### src/rtl/tick_capture_pkg.sv
// Shared types and constants for the tick interval capture block.
// The interval counter saturates at all-ones; satMax gives that value for a
// given counter width so every user computes it the same way.
package tick_capture_pkg;

    localparam int CNT_W_DEFAULT = 16;

    typedef enum logic {
        IDLE    = 1'b0,
        MEASURE = 1'b1
    } state_e;

    // All-ones value for a counter of width w (valid for w < 64).
    function automatic logic [63:0] satMax(input int w);
        return (64'd1 << w) - 64'd1;
    endfunction

endpackage

### src/rtl/event_sync_edge.sv
// Event input conditioning: optional two-flop synchronizer, one history flop,
// and a single-cycle rising-edge pulse.
// Build option: CAPTURE_SYNC_EN adds the synchronizer so event_i may be
// asynchronous to clk. Without it event_i is registered once and must be
// synchronous to clk; edge detection is then one cycle earlier.
module event_sync_edge (
    input  logic clk,
    input  logic reset,
    input  logic event_i,
    output logic rise_o
);

    logic level;
    logic hist_q;

`ifdef CAPTURE_SYNC_EN
    logic meta_q;
    logic sync_q;

    // Two-flop synchronizer so an asynchronous event cannot go metastable downstream.
    always_ff @(posedge clk or posedge reset) begin
        if (reset) begin
            meta_q <= 1'b0;
            sync_q <= 1'b0;
        end else begin
            meta_q <= event_i;
            sync_q <= meta_q;
        end
    end

    assign level = sync_q;
`else
    logic evt_q;

    // Single input register; the event is already synchronous to clk.
    always_ff @(posedge clk or posedge reset) begin
        if (reset) begin
            evt_q <= 1'b0;
        end else begin
            evt_q <= event_i;
        end
    end

    assign level = evt_q;
`endif

    // History of the conditioned level, used to spot the low-to-high step.
    always_ff @(posedge clk or posedge reset) begin
        if (reset) begin
            hist_q <= 1'b0;
        end else begin
            hist_q <= level;
        end
    end

    assign rise_o = level & ~hist_q;

endmodule

### src/rtl/tick_interval_capture.sv
// Counts timebase ticks between successive rising edges of event_in and
// presents each completed interval on a one-deep valid/ready slot.
// Build option: CAPTURE_SYNC_EN (see event_sync_edge) synchronizes event_in.
module tick_interval_capture
    import tick_capture_pkg::*;
#(
    parameter int CNT_W = CNT_W_DEFAULT
) (
    input  logic             clk,
    input  logic             reset,
    input  logic             tick,
    input  logic             event_in,
    output logic [CNT_W-1:0] cap_data,
    output logic             cap_valid,
    input  logic             cap_ready,
    output logic             cap_ovf,
    output logic             missed,
    output logic             armed
);

    localparam logic [CNT_W-1:0] CNT_MAX = CNT_W'(satMax(CNT_W));

    logic             rise;

    state_e           state_q,     state_d;
    logic [CNT_W-1:0] count_q,     count_d;
    logic             ovf_q,       ovf_d;
    logic [CNT_W-1:0] cap_data_q,  cap_data_d;
    logic             cap_valid_q, cap_valid_d;
    logic             cap_ovf_q,   cap_ovf_d;
    logic             missed_q,    missed_d;

    logic [CNT_W-1:0] incCount;
    logic             incOvf;

    event_sync_edge u_edge (
        .clk     (clk),
        .reset   (reset),
        .event_i (event_in),
        .rise_o  (rise)
    );

    // State, interval counter and output slot registers.
    always_ff @(posedge clk or posedge reset) begin
        if (reset) begin
            state_q     <= IDLE;
            count_q     <= '0;
            ovf_q       <= 1'b0;
            cap_data_q  <= '0;
            cap_valid_q <= 1'b0;
            cap_ovf_q   <= 1'b0;
            missed_q    <= 1'b0;
        end else begin
            state_q     <= state_d;
            count_q     <= count_d;
            ovf_q       <= ovf_d;
            cap_data_q  <= cap_data_d;
            cap_valid_q <= cap_valid_d;
            cap_ovf_q   <= cap_ovf_d;
            missed_q    <= missed_d;
        end
    end

    // Next-state logic: a tick in the edge cycle belongs to the closing
    // interval, so captures use the already-incremented count.
    always_comb begin
        state_d     = state_q;
        count_d     = count_q;
        ovf_d       = ovf_q;
        cap_data_d  = cap_data_q;
        cap_valid_d = cap_valid_q;
        cap_ovf_d   = cap_ovf_q;
        missed_d    = missed_q;

        incCount = (tick && (count_q != CNT_MAX)) ? count_q + 1'b1 : count_q;
        incOvf   = ovf_q | (incCount == CNT_MAX);

        if (cap_valid_q && cap_ready) begin
            cap_valid_d = 1'b0;
        end

        case (state_q)
            IDLE: begin
                if (rise) begin
                    state_d = MEASURE;
                    count_d = '0;
                    ovf_d   = 1'b0;
                end
            end
            MEASURE: begin
                if (rise) begin
                    count_d = '0;
                    ovf_d   = 1'b0;
                    if (!cap_valid_q || cap_ready) begin
                        cap_data_d  = incCount;
                        cap_ovf_d   = incOvf;
                        cap_valid_d = 1'b1;
                    end else begin
                        missed_d = 1'b1;
                    end
                end else begin
                    count_d = incCount;
                    ovf_d   = incOvf;
                end
            end
            default: begin
                state_d = IDLE;
            end
        endcase
    end

    assign cap_data  = cap_data_q;
    assign cap_valid = cap_valid_q;
    assign cap_ovf   = cap_ovf_q;
    assign missed    = missed_q;
    assign armed     = (state_q == MEASURE);

endmodule

### config.mk
export PLATFORM = sky130hd
export DESIGN_NAME = tick_interval_capture
export DESIGN_NICKNAME = d
export VERILOG_FILES = /design/src/rtl/tick_capture_pkg.sv /design/src/rtl/event_sync_edge.sv /design/src/rtl/tick_interval_capture.sv
export SDC_FILE = /design/constraint.sdc
export NUM_CORES = 1
export LEC_CHECK = 0
export BUFFER_PORTS_ARGS = -buffer_cell sky130_fd_sc_hd__buf_2
export CORE_ASPECT_RATIO = 0.9
export CORE_MARGIN = 4
export CORE_UTILIZATION = 42
export CTS_CLUSTER_SIZE = 40
export DETAILED_ROUTE_END_ITERATION = 12
export GPL_TIMING_DRIVEN = 1
export PLACE_DENSITY = 0.71
export REMOVE_ABC_BUFFERS = 1
export SYNTH_ARGS = -nofsm -noshare
export SYNTH_HDL_FRONTEND = slang
export SYNTH_SLANG_ARGS = --single-unit
export TNS_END_PERCENT = 100
### constraint.sdc
create_clock -name clk -period 3.4 [get_ports clk]
set_input_delay 0 -clock clk [delete_from_list [all_inputs] [get_ports clk]]
set_output_delay 0 -clock clk [all_outputs]
set_load 0.05 [all_outputs]
# Word-level counts from Yosys, hierarchy flattened
# Cells that the tools add are included.
[totals]
input_bits = 5
out_inout_bits = 20
elab_cells = 37
ff_bits = 39
[classes]
reduce_logical = 6
n_bitwise = 5
n_eq_ne = 3
add_sub_neg = 1
muxes = 13
[op_table]
columns = ["operator", "n"]
rows = [
  ["2-to-1 mux 16 bit", 3],
  ["one-hot mux 16 bit (2 select lines)", 1],
  ["adder 16 x 1 -> 16 bit, second input constant", 1],
  ["equality test 16 bit, second input constant", 1],
  ["!= test 16 bit, second input constant", 1],
  ["2-to-1 mux 1 bit", 8],
  ["AND reduction 3 bit", 2],
  ["NOT 1 bit", 3],
  ["logical AND 1 bit", 2],
  ["!= test 2 bit, second input constant", 1],
  ["one-hot mux 1 bit (2 select lines)", 1],
  ["AND 1 bit", 1],
  ["zero test 1 bit", 1],
  ["logical OR 1 bit", 1],
  ["bitwise OR 1 bit", 1],
]

# Logic depth before layout (Yosys ltp)
[depth]
depth_word = 7
mapped_depth = 8

# Cells and area by module
# From an unflattened synthesis, not the netlist that was laid out.
[unflattened]
hier_cells = 242
area_unflattened_um2 = 2205.9
[modules_own_cells]
columns = ["module", "instances", "area_each_um2", "cells_each", "seq_area_each_um2"]
rows = [
  ["tick_interval_capture", 1, 2138.3, 238, 925.9],
  ["event_sync_edge", 1, 67.6, 4, 50.0],
]

# Least setup slack after synthesis
# Ideal clock, no wire load.
[synth_path]
path_type = "reg2reg"
startpoint = "register count_q[0]"
endpoint = "register cap_ovf_q, in the netlist cap_ovf"
required_ps = 3318
path_buffers = 0
path_stages_with_launch = 8
path_slack_ps = 1437
arrival_ps = 1881
path_cell_list = "dfrtp_1 ha_1 nand3_1 o41ai_4 or3b_2 a22oi_2 nand4_1 a31oi_1"
[synth_via]
elab_chain_cells = 5
word_cells_on_any_way = 6
cone_classes = "add/sub (1); eq/ne (2); mux (1); bitwise (1); reduce/logical (1)"
[synth_rtl]
columns = ["item", "line_no", "source"]
rows = [
  ["from (decl)", "tick_interval_capture.sv:26", "logic [CNT_W-1:0] count_q, count_d;"],
  ["from (signal assigned)", "tick_interval_capture.sv:55", "count_q <= count_d;"],
  ["branches (longest 2 deep; another with adder 16 x 1 -> 16 bit)", "-", ""],
  ["2-to-1 mux 16 bit *", "tick_interval_capture.sv:75", "incCount = (tick && (count_q != CNT_MAX)) ? count_q + 1'b1 : count_q;"],
  ["equality test 16 bit *", "tick_interval_capture.sv:76", "incOvf = ovf_q | (incCount == CNT_MAX);"],
  ["bitwise OR 1 bit *", "tick_interval_capture.sv:76", ""],
  ["to (signal assigned)", "tick_interval_capture.sv:59", "cap_ovf_q <= cap_ovf_d;"],
  ["to (decl)", "tick_interval_capture.sv:30", "logic cap_ovf_q, cap_ovf_d;"],
]
# Every way passes the cells marked *.
# A chain may end at the register's enable or synchronous reset.

# Worst setup path after layout
# Ends and elaborated chain as after synthesis.

==> impl_summary.md <==
Finish
The storage element area is 976 um^2. The layout-stage area growth over the synthesis result is 12.4%. The repair_antennas step left the layout with diodes totalling 0. Fill cells in the final layout number 453. The final-stage net count is 242.

Cells with a size suffix above 1 make up 20.3% of the layout. The final instance area is 2350 um^2. The library cell used most frequently in the layout, excluding fill and tap cells, is dfrtp_1. In the layout the commonest cells are 39 x dfrtp_1, 28 x nand2_1, 24 x buf_2. In the final layout, the multi-input gates occupy 1040 um^2.

Clock network
The tree is rooted in a clkbuf_8. The clock network latency to the later pin of the worst-skew pair is 0.30 ns. Counting the buffers created by CTS gives 5. Clock-pin slew was measured on the worst setup and hold paths at 0.08 ns. For this design, the sink count on the clock tree is 39. The deepest level of the CTS H-tree is 2.

The maximum count of clock buffers along a single path is 2. The clock tree from TritonCTS is built.

Critical path
The critical path goes through ha_1 > nand3_1 > o41ai_4 > or3b_2 > a22oi_2 > nand4_1 > a31oi_1. STA classifies the critical path endpoint as a flip-flop. The number of buffer and inverter stages on the critical path is 0.

On the critical path, the stage with the largest delay is an instance of or3b_2. For the worst setup path, the data required time is 3.62 ns. The category of the critical setup timing path is reg2reg. The critical path launch point type is a flip-flop. The data arrival time of the critical path is 2.49 ns.

The maximum fanout count along the critical path is 6. The kind of cell adding the most delay to the critical path is simple AND/OR/NAND/NOR gates. The highest cell delay on the worst timing path is 0.53 ns.

Worst hold path
In this run the worst hold path is classified as in2reg.

Synth
The synthesized design contains 0 enable-type register cells. The synthesized area per cell is 9.67 um^2. The warning count from the yosys run is 0. The async set-or-reset flop fraction in the synthesized netlist is 100%.

The share of synthesized area in the top cell type comes to 46.7%. The distinct cell type count of the synthesized netlist is 42. In the synthesized netlist the dominant register cell turns out to be dfrtp_1. The library cell occupying the most area in the post-synthesis netlist is dfrtp_1. The sequential share of the synthesized area is 46.7%.

In this run, synthesis produced a sequential element count of 39. By area the synthesized netlist is led by dfrtp_1 47%, nand2_1 5.0%, xor2_1 5.0%. The gate count after technology mapping is 216.

The cell area after technology mapping is 2090 um^2.

Drt
The number of design-rule violations left by the first detailed-router iteration is 85. Dividing the detail-routed via count by the number of cells gives 5.21. After detailed routing, the number of remaining DRC violations is 0. Before antenna repair, the detailed router went through 4 iterations. The total detailed-routing wirelength is 4.32 mm. In the final routed layout, each cell accounts on average for 14.3 um.

The routed via count is 1,568. Once detail routing completed, the nets flagged for antenna violations numbered 0.

Floorplan
The count of standard-cell rows is 24. The total area inside the core boundary comes to 4830 um^2. The height of the die is 74.9 um. The area of the die is 6170 um^2.

The initial standard-cell utilization of the core is 43.2%. The number of placed I/O pins is 25. The die is 82.3 um wide.

Power and ir drop
Of the total power, the share spent switching nets is 33.2%. The clock group share of total power is 29.5%. The relative contribution of sequential cells to total power is 49.8%. The power share of the combinational group is 20.8%. The leakage power total is 1.08 nW. The internal portion of total power is 0.730 mW.

Dividing total power by cell area gives a power density of 466 nW/um^2. Across the VDD grid, the largest voltage drop is 0.000195 V. The net switching power is 0.362 mW.

STA
The shortest clock period the worst path allows after layout is 2.27 ns. At the pin with the least slew margin, the transition time is 0.744 ns. The worst pin sits at a relative slew slack of 50.3%. The count of final hold-check violations is 0. Setup violations remaining at the end of the flow were counted as 0. After layout, the worst path uses 66.8% of the clock period. For this run, the top clock speed supported by timing is 0.440 GHz. After routing, the total negative slack on setup checks comes to 0 ns. The final clock skew is 0.00934 ns. The number of pins with negative max-slew slack in the final report was 0. Setup repair after global routing left no endpoint under its margin.

GRT
The global-route congestion overflow total is 0. The number of global-route vias before repair was 1,453. Entering global routing, the biggest net connects 40 pins. Global routing used 15.7% of the available tracks.

The wire length of the first global-routing pass is 7.18 mm. The initial antenna violation count came to 0.

Placed design
The number of I/O port buffers is 24. The congestion estimate from routability-driven global placement came to 0.857. Detailed placement finished with a half-perimeter wire length of 2.98 mm. In this run the cell area measured after placement is 2240 um^2.

Run
The number of maximum-capacitance violations is 0.

Outcome
The flow ran to the end, and the final reports show no timing, DRC or antenna violations.
-- power groups by stage --
| stage | clock (mW) | sequential, mW | combinational (mW) |
|---|---|---|---|
| 2_1_floorplan | 0 | 0.625 | 0.0917 |
| 3_3_place_gp | 0 | 0.550 | 0.223 |
| 3_5_place_dp | 0 | 0.552 | 0.227 |
| 4_1_cts | 0.330 | 0.543 | 0.228 |
| 5_1_grt | 0.341 | 0.548 | 0.241 |
| 6_report | 0.322 | 0.544 | 0.227 |
-- tightest hold or removal path, cell delays in order --
cell and delay (ns):
buf_2 0.07, nand2b_1 0.16, nand2_1 0.06
-- flip-flops by register name (all words and copies together) (netlist names) --
signal	cells
armed	1
cap_data	16
cap_ovf	1
cap_valid	1
count_q	16
missed	1
ovf_q	1
u_edge.evt_q	1
u_edge.hist_q	1
-- cell type report --
class	count	area share, %
Sequential cell	39	41.6
Tap cell	65	3.46
Multi-Input combinational cell	159	44.1
Clock buffer	6	3.52
Timing Repair Buffer	28	6.61
Clock inverter	1	0.213
Inverter	3	0.480
-- cells in the mapped netlist, types with 4 or more instances --
master    number
and3_1         5
and4_1         4
buf_2          6
clkbuf_1       7
dfrtp_1       39
mux2i_1        5
nand2_1       28
nand3_1       12
nand3b_1       4
nand4_1        5
nor2_1        18
o21ai_0       19
xnor2_1        7
xor2_1        12
-- worst paths after layout --
check	start	to	slack, ns	depth (start not counted)
worst max-delay path	count_q[0]	cap_ovf	1.13	7
worst min-delay path	cap_ready	cap_valid	0.03	3
worst max register to register	count_q[0]	cap_ovf	1.13	7
worst min register to register	u_edge.evt_q	u_edge.hist_q	0.37	0
max in group asynchronous	reset	count_q[13]	2.69	4
min in group asynchronous	reset	cap_ovf	0.35	4
-- through the flow --
step | std cells | power [mW] | hold slack, ns | utilization, % | setup WS (ns)
final | 301 | 1.09 | 0.0298 | 48.6 | 1.13
after CTS | 301 | 1.10 | 0.0284 | 48.6 | 1.12
after global routing | 301 | 1.13 | 0.0557 | 48.6 | 0.979
after detailed placement | 292 | 0.778 | 0.125 | 46.3 | 1.14
after global placement | 292 | 0.773 | 0.127 | 46.3 | 1.20
after floorplan | 201 | 0.717 | 0.0314 | - | 1.32
-- kinds of logic (layout without fill, tap and decap cells) --
family	Yosys count	after routing	synth area share, %
xor gates and xnor gates	19	19	7.97
DFF	39	39	46.7
buffers and inverters	18	38	3.65
muxes	8	8	4.01
and+or+nand+nor	99	99	27.0
adders and majority gates	1	1	0.599
AOI/OAI and AO/OA	32	32	10.0
-- routing by layer --
metal / part of all wire (%) / vias to the layer above / routed length [um] / GRT usage [%]
met1: 50 / 743 / 2150 / 22.2
met3: 4.4 / 8 / 190 / 3.47
li1: - / 785 / - / -
met5: 0 / - / 0 / 0
met4: 1.8 / 0 / 79 / 6.64
met2: 44 / 32 / 1890 / 23.4
-- what timing repair did --
| item | in CTS | in global routing |
|---|---|---|
| setup buffers | 0 | 0 |
| hold buffers | 2 | 0 |
| hold endpoints to repair | 40 | 0 |
| setup endpoints to repair | 0 | 0 |
| gates resized for setup | 0 | 0 |
(Power assumes the default switching activity.)
